File: config.mk
export PLATFORM = sky130hd
export DESIGN_NAME = alert_ping_sched
export DESIGN_NICKNAME = d
export VERILOG_FILES = /design/src/rtl/alert_ping_sched.sv
export SDC_FILE = /design/constraint.sdc
export NUM_CORES = 1
export LEC_CHECK = 0
export BUFFER_PORTS_ARGS = -buffer_cell sky130_fd_sc_hd__clkbuf_2
export CAP_MARGIN = 0
export CORE_MARGIN = 8
export CORE_UTILIZATION = 63
export CTS_CLUSTER_DIAMETER = 120
export DETAILED_ROUTE_END_ITERATION = 8
export GPL_ROUTABILITY_DRIVEN = 0
export MAX_ROUTING_LAYER = met4
export PLACE_DENSITY = 0.85
export SETUP_SLACK_MARGIN = 0.5
export SLEW_MARGIN = 10
export SYNTH_ARGS = -nofsm -noshare
export SYNTH_HDL_FRONTEND = slang
export SYNTH_SLANG_ARGS = --single-unit
export TNS_END_PERCENT = 30
File: constraint.sdc
create_clock -name clk_i -period 3.7 [get_ports clk_i]
set_input_delay 0.74 -clock clk_i [delete_from_list [all_inputs] [get_ports clk_i]]
set_output_delay 0.74 -clock clk_i [all_outputs]
set_load 0.02 [all_outputs]
File: src/rtl/alert_ping_sched.sv
// alert_ping_sched
// ----------------
// Ping scheduler for a bank of NAlerts alert receivers. It waits a
// pseudo-random interval, then picks one enabled channel at random and
// holds that receiver's ping request high. The request ends when the
// receiver answers or when the timeout expires. A timeout is reported as a
// one-cycle failure pulse together with the channel index.
//
// Handshake: ping_req_o[i] is a level request. It stays high until the
// scheduler sees ping_ok_i[i] in a Ping cycle, the timeout expires, the
// channel is disabled, or scheduling is switched off. The request always
// drops for at least MinWait cycles, so every new request presents a fresh
// rising edge to its receiver. ping_ok_i bits for any other channel are
// ignored.
//
// Ports:
//   clk_i          clock
//   rst_ni         asynchronous active-low reset
//   en_i           scheduling enable; low forces Idle on the next cycle
//   alert_en_i     per-channel ping enable
//   timeout_cyc_i  ping response timeout, in cycles
//   ping_ok_i      per-receiver ping response pulse
//   ping_req_o     per-receiver ping request, at most one bit high
//   ping_done_o    one-cycle pulse on a successful ping
//   ping_fail_o    one-cycle pulse on a ping timeout
//   ping_fail_id_o channel of the last failure, held until the next one
//   busy_o         high whenever the scheduler is not Idle
module alert_ping_sched #(
    parameter int          NAlerts  = 4,
    parameter int          IdW      = $clog2(NAlerts),
    parameter int          WaitBits = 8,
    parameter int          MinWait  = 16,
    parameter int          TimeoutW = 16,
    parameter logic [15:0] LfsrSeed = 16'hACE1
) (
    input  logic                clk_i,
    input  logic                rst_ni,
    input  logic                en_i,
    input  logic [NAlerts-1:0]  alert_en_i,
    input  logic [TimeoutW-1:0] timeout_cyc_i,
    input  logic [NAlerts-1:0]  ping_ok_i,
    output logic [NAlerts-1:0]  ping_req_o,
    output logic                ping_done_o,
    output logic                ping_fail_o,
    output logic [IdW-1:0]      ping_fail_id_o,
    output logic                busy_o
);

    typedef enum logic [1:0] {
        ST_IDLE = 2'd0,
        ST_WAIT = 2'd1,
        ST_PING = 2'd2
    } state_e;

    state_e              r_state;
    logic [15:0]         r_lfsr;
    logic [WaitBits:0]   r_wait_cnt;
    logic [TimeoutW-1:0] r_tmo_cnt;
    logic [IdW-1:0]      r_id;
    logic [NAlerts-1:0]  r_ping_req;
    logic                r_done;
    logic                r_fail;
    logic [IdW-1:0]      r_fail_id;

    logic [15:0]         w_lfsr_next;
    logic [WaitBits:0]   w_wait_load;
    logic [IdW-1:0]      w_cand;
    logic [NAlerts-1:0]  w_cand_onehot;

    // Galois LFSR, shifting right, taps 0xB400 (maximal length).
    assign w_lfsr_next   = (r_lfsr >> 1) ^ (r_lfsr[0] ? 16'hB400 : 16'h0000);
    // One extra bit of width so the random part plus MinWait cannot wrap.
    assign w_wait_load   = {1'b0, w_lfsr_next[WaitBits-1:0]} + (WaitBits+1)'(MinWait);
    // The candidate comes from LFSR bits above the wait field, so the channel
    // choice is not tied to the length of the wait just finished.
    assign w_cand        = r_lfsr[IdW+7:8];
    assign w_cand_onehot = NAlerts'(1) << w_cand;

    always_ff @(posedge clk_i or negedge rst_ni) begin
        if (!rst_ni) begin
            r_state    <= ST_IDLE;
            r_lfsr     <= LfsrSeed;
            r_wait_cnt <= '0;
            r_tmo_cnt  <= '0;
            r_id       <= '0;
            r_ping_req <= '0;
            r_done     <= 1'b0;
            r_fail     <= 1'b0;
            r_fail_id  <= '0;
        end else begin
            r_done <= 1'b0;
            r_fail <= 1'b0;
            case (r_state)
                ST_IDLE: begin
                    if (en_i) begin
                        r_lfsr     <= w_lfsr_next;
                        r_wait_cnt <= w_wait_load;
                        r_state    <= ST_WAIT;
                    end
                end
                ST_WAIT: begin
                    if (!en_i) begin
                        r_state <= ST_IDLE;
                    end else if (r_wait_cnt <= (WaitBits+1)'(1)) begin
                        if (alert_en_i[w_cand]) begin
                            r_id       <= w_cand;
                            r_tmo_cnt  <= '0;
                            r_ping_req <= w_cand_onehot;
                            r_state    <= ST_PING;
                        end else begin
                            // Disabled candidate: skip it and draw a new wait.
                            r_lfsr     <= w_lfsr_next;
                            r_wait_cnt <= w_wait_load;
                        end
                    end else begin
                        r_wait_cnt <= r_wait_cnt - (WaitBits+1)'(1);
                    end
                end
                ST_PING: begin
                    if (!en_i) begin
                        r_ping_req <= '0;
                        r_state    <= ST_IDLE;
                    end else if (ping_ok_i[r_id] || !alert_en_i[r_id] ||
                                 (r_tmo_cnt == timeout_cyc_i)) begin
                        // Response beats a same-cycle timeout; a channel
                        // disabled mid-ping ends quietly.
                        r_done     <= ping_ok_i[r_id];
                        r_fail     <= !ping_ok_i[r_id] && alert_en_i[r_id];
                        if (!ping_ok_i[r_id] && alert_en_i[r_id]) begin
                            r_fail_id <= r_id;
                        end
                        r_ping_req <= '0;
                        r_lfsr     <= w_lfsr_next;
                        r_wait_cnt <= w_wait_load;
                        r_state    <= ST_WAIT;
                    end else if (r_tmo_cnt != '1) begin
                        r_tmo_cnt <= r_tmo_cnt + TimeoutW'(1);
                    end
                end
                default: begin
                    r_ping_req <= '0;
                    r_state    <= ST_IDLE;
                end
            endcase
        end
    end

    assign ping_req_o     = r_ping_req;
    assign ping_done_o    = r_done;
    assign ping_fail_o    = r_fail;
    assign ping_fail_id_o = r_fail_id;
    assign busy_o         = (r_state != ST_IDLE);

endmodule

* Word level (Yosys, flattened, before mapping)
Index checks and enable logic that the tools add are counted.
Cells by class: mux-type cells 47, order comparisons 3, bitwise logic cells 2, add/subtract/negate cells 3, eq/ne operators 17, shift operators 1, reduce and logical (&&, ||, !) cells 16
Operators with widths (count):
- $mux W16 | 13
- $mux W9 | 6
- $pmux W16 S3 | 1
- $pmux W16 S2 | 1
- $pmux W9 S3 | 1
- $mux W4 | 5
- $ne A2 B2 Y1 const B | 9
- $add A16 B1 Y16 const B | 1
- $eq A16 B16 Y1 | 1
- $ne A16 B16 Y1 const B | 1
- $xor A15 B16 Y16 | 1
- $reduce_and A7 Y1 | 2
- $mux W2 | 6
- $ne A3 B3 Y1 const B | 4
- $pmux W4 S3 | 1
- $reduce_and A4 Y1 | 3
- $add A8 B5 Y9 const B | 1
- $le A9 B1 Y1 const B | 1
- $mux W1 | 9
- $sub A9 B1 Y9 const B | 1
- $bmux W1 S2 | 3
- $lt A2 B3 Y1 const B | 2
- $pmux W2 S3 | 1
- $reduce_and A6 Y1 | 1
- 11 further kinds | 14
Storage, ports and cells: bits of input ports 27, word-level logic and storage cells 98, bits in registers 53, output and inout bits 9

* Depth between registers and ports, before layout
word-level depth 8, depth in mapped cells 9, gate-level depth less buffers 8

* Worst setup path before layout
No wires, ideal clock.
kind input to register, start in ping_ok_i[3], end reg r_lfsr[9], stages on the path 6, required time 3572 ps, buffers on the path 1, setup time 128 ps, arrival 2283 ps, setup slack 1289 ps, cells stage by stage mux4_2 -> nor2b_2 -> nand2_1 -> o221ai_4 -> buf_6 -> mux2_1
Between the ends: cells in the longest elaborated chain, start to end 6
Ends and longest elaborated chain:
- from (decl) | line 41 | input logic [NAlerts-1:0] ping_ok_i,
- $bmux W1 S2 | line 123 | end else if (ping_ok_i[r_id] || !alert_en_i[r_id] ||
- $mux W1 (not written as such) | line 123
- $logic_or A1 B1 Y1 (2 in series) | line 123
- $ne A2 B2 Y1 (no source line)
- $reduce_and A7 Y1 (no source line)
- to (signal assigned) | line 96 | r_lfsr <= w_lfsr_next;
- to (signal assigned) | line 112 | r_lfsr <= w_lfsr_next;
- to (signal assigned) | line 133 | r_lfsr <= w_lfsr_next;
- to (decl) | line 56 | logic [15:0] r_lfsr;
Every way passes these cells. The select of a mux whose other input is x is not followed. A chain may end at the register's enable or synchronous reset.

* Final worst setup path
start in ping_ok_i[3], end reg r_lfsr[4]
Same word-level chain as after synthesis.

==> flow_summary.json <==
{
  "p_per_area_nw_per_um2": 391,
  "die_area_um2": 7280,
  "ys_ff_latch": 53,
  "post_cts_resized": 0,
  "rsz0062_at_grt": "false",
  "mostFrequentLayoutCell": "dfrtp_1",
  "die_w_um": 85.3,
  "core_um2": 4690,
  "fill_cells": 347,
  "vias": 2491,
  "max_freq_mhz": 399,
  "seq_area_um2": 1340,
  "grt_first_pass_wirelength_um": 11200,
  "syn_avg_cell_area_um2": 10.4,
  "worst_pin_slew_ps": 923,
  "hold_path.class": "flip-flop to flip-flop",
  "insertion_delay_ps": 310,
  "synth.distinct_cells": 54,
  "rr_worst_depth": 6,
  "drive_gt1_share_pct": 23.8,
  "clock_skew_ps": 10.2,
  "areaGrowthSynthToFinish_pct": 9.59,
  "cts_buffer_depth": 2,
  "cp.required_ps": 3890,
  "r2r-start": "r_id[0]",
  "io_buffers": 35,
  "cts_tree": "built",
  "synth-seq-area-share_pct": 44.2,
  "r2r_slack_ps": 1210,
  "multi_input_area_um2": 1580,
  "yosysTopAreaCell": "dfrtp_1",
  "leakage_nw": 1.58,
  "viasPerCell": 6.66,
  "hold_viol": 0,
  "io_pins": 36,
  "drt-pass1-iter-count": 7,
  "htreeDepth": 2,
  "async_flop_share_pct": 100,
  "end_kind": "flip-flop",
  "yosysWarnings": 0,
  "hold_buffers": 0,
  "drt.antenna.violating_nets": 0,
  "drc": 0,
  "critPathArrivalTime_ps": 2690,
  "crit_type": "primary input to flip-flop",
  "fin_nets": 350,
  "max-slew-margin-rel_pct": 38.5,
  "crit_chain": "clkbuf_2 > mux4_2 > nor2b_2 > buf_4 > nand2_1 > o221ai_4 > mux2_2",
  "r2r-end": "r_lfsr[4]",
  "final_max_slew_viol_count": 0,
  "diodes": 0,
  "ir_worst_vdd_v": 0.000316,
  "most-common-layout-cells": "45 x dfrtp_1, 35 x clkbuf_2, 20 x xor2_1, 16 x nand2_1, 16 x o21ai_0",
  "crit_path_start_kind": "primary input",
  "fin_tns_setup_ps": 0,
  "dpl.hpwl_um": 4720,
  "clk_pin_slew_worst_paths_ps": 100,
  "grtUsageTotal_pct": 19.4,
  "antenna_found_initial": 0,
  "synth-main-ff-cell": "dfrtp_1",
  "yosys-top-cells-area": "dfrtp_1 37%, dfstp_2 6.9%, xor2_1 5.8%, mux2_1 3.7%, mux2_2 3.7%",
  "synthCells": 290,
  "wl_per_cell_um": 17.5,
  "hold_depth": 1,
  "grt_max_degree": 39,
  "drtIter0Drc": 267,
  "setup_viol": 0,
  "drt_wl_total_um": 6550,
  "min_to": "ping_req_o[1]",
  "max-cap-violations": 0,
  "first_global_vias": 2372,
  "final.min_clock_period_ps": 2510,
  "fin_crit_sh_pct": 67.8,
  "critPathSlowestCell": "o221ai_4",
  "slowest_delay_ps": 510,
  "num_rows": 25,
  "final_util_pct": 70.7,
  "cts.sinks": 53,
  "place_area_um2": 3200,
  "synth_nets": 321,
  "die_y_um": 85.3,
  "synth_edf_count": 0,
  "synth_top_area_share_pct": 37.2,
  "final_area_um2": 3320,
  "cts-buffers-inserted": 5,
  "cts-root-buf": "clkbuf_8",
  "status": "finished clean",
  "start_util_pct": 64.5,
  "path_max_fanout": 16,
  "cts_setup_buffers": 0,
  "syn-cell-area_um2": 3030,
  "min-delay-start": "ping_req_o[1]",
  "grt_overflow": 0
}
-- worst max path at each step --
| stage | cells past startpoint | from | to | slack, ps |
|---|---|---|---|---|
| 6_report | 7 | ping_ok_i[3] | r_lfsr[4] | 1190 |
| 5_1_grt | 6 | r_id[0] | r_lfsr[4] | 1050 |
| 4_1_cts | 7 | ping_ok_i[3] | r_lfsr[4] | 1210 |
| 3_5_place_dp | 7 | ping_ok_i[3] | r_lfsr[4] | 880 |
| 3_3_place_gp | 7 | ping_ok_i[2] | r_lfsr[1] | 950 |
| 2_1_floorplan | 6 | ping_ok_i[3] | r_lfsr[9] | 1290 |
-- worst max-delay path: cells and delay by family --
kind | cells | cell delay [ps]
AO/OA/AOI/OAI | 1 | 510
buffers and inverters | 2 | 270
multiplexers | 2 | 890
AND/OR/NAND/NOR | 2 | 280
-- cell families (layout without fill, tap and decap cells) --
family                   Yosys count  after routing  share of synthesized area [%]
adder cells (fa/ha/maj)            4              4                           1.65
multiplexers                      24             24                           10.0
AND/OR/NAND/NOR                   89             89                           16.6
XOR/XNOR                          21             21                           6.08
flip-flops                        53             53                           44.2
AO/OA/AOI/OAI                     77             77                           17.8
buffers and inverters             22             52                           3.72
-- metrics by stage --
stage | std cells | power [mW] | hold slack, ps | setup slack (ps)
3_5_place_dp | 366 | 0.908 | 491 | 883
5_1_grt | 374 | 1.36 | 534 | 1050
2_1_floorplan | 290 | 0.835 | 444 | 1290
4_1_cts | 374 | 1.30 | 517 | 1210
3_3_place_gp | 366 | 0.897 | 472 | 951
6_report | 374 | 1.30 | 513 | 1190
-- routing by layer --
metal	GRT usage, %	up-vias	wire length, µm
met2	29.4	103	3150
met3	5.02	5	417
met4	4.78	0	42
li1	-	1148	-
met1	25.2	1235	2940
met5	-	-	0
-- cells in the mapped netlist, types with 8 or more instances --
master	instances
a21oi_1	9
a31oi_1	8
mux2_1	10
and3_1	9
dfrtp_1	45
o21ai_0	16
xor2_1	20
nand3_1	12
o21ai_1	12
mux2_2	10
dfstp_2	8
nand2_1	16
nand4_1	8
nor2_1	8
-- sequential cells by signal, summed over array words and instances, names as in the netlist --
name and cells:
ping_fail_id_o 2, ping_fail_o 1, r_tmo_cnt 16, r_wait_cnt 9, r_lfsr 16, r_state 2
ping_done_o 1, r_id 2, ping_req_o 4
-- power breakdown --
| part | total [mW] | internal, mW | switching, mW |
|---|---|---|---|
| sequential | 0.671 | 0.618 | 0.0530 |
| combinational | 0.230 | 0.101 | 0.130 |
| clock | 0.394 | 0.203 | 0.190 |
-- layout make-up --
class	instances	area share [%]
clock inverters	2	1.17
flip-flops and latches	53	40.3
well taps	54	2.04
repair buffers	39	6.19
multi-input cells	215	47.5
inverters	5	0.566
clock buffers	6	2.19
Note: power is estimated with default switching activity, not from simulation.
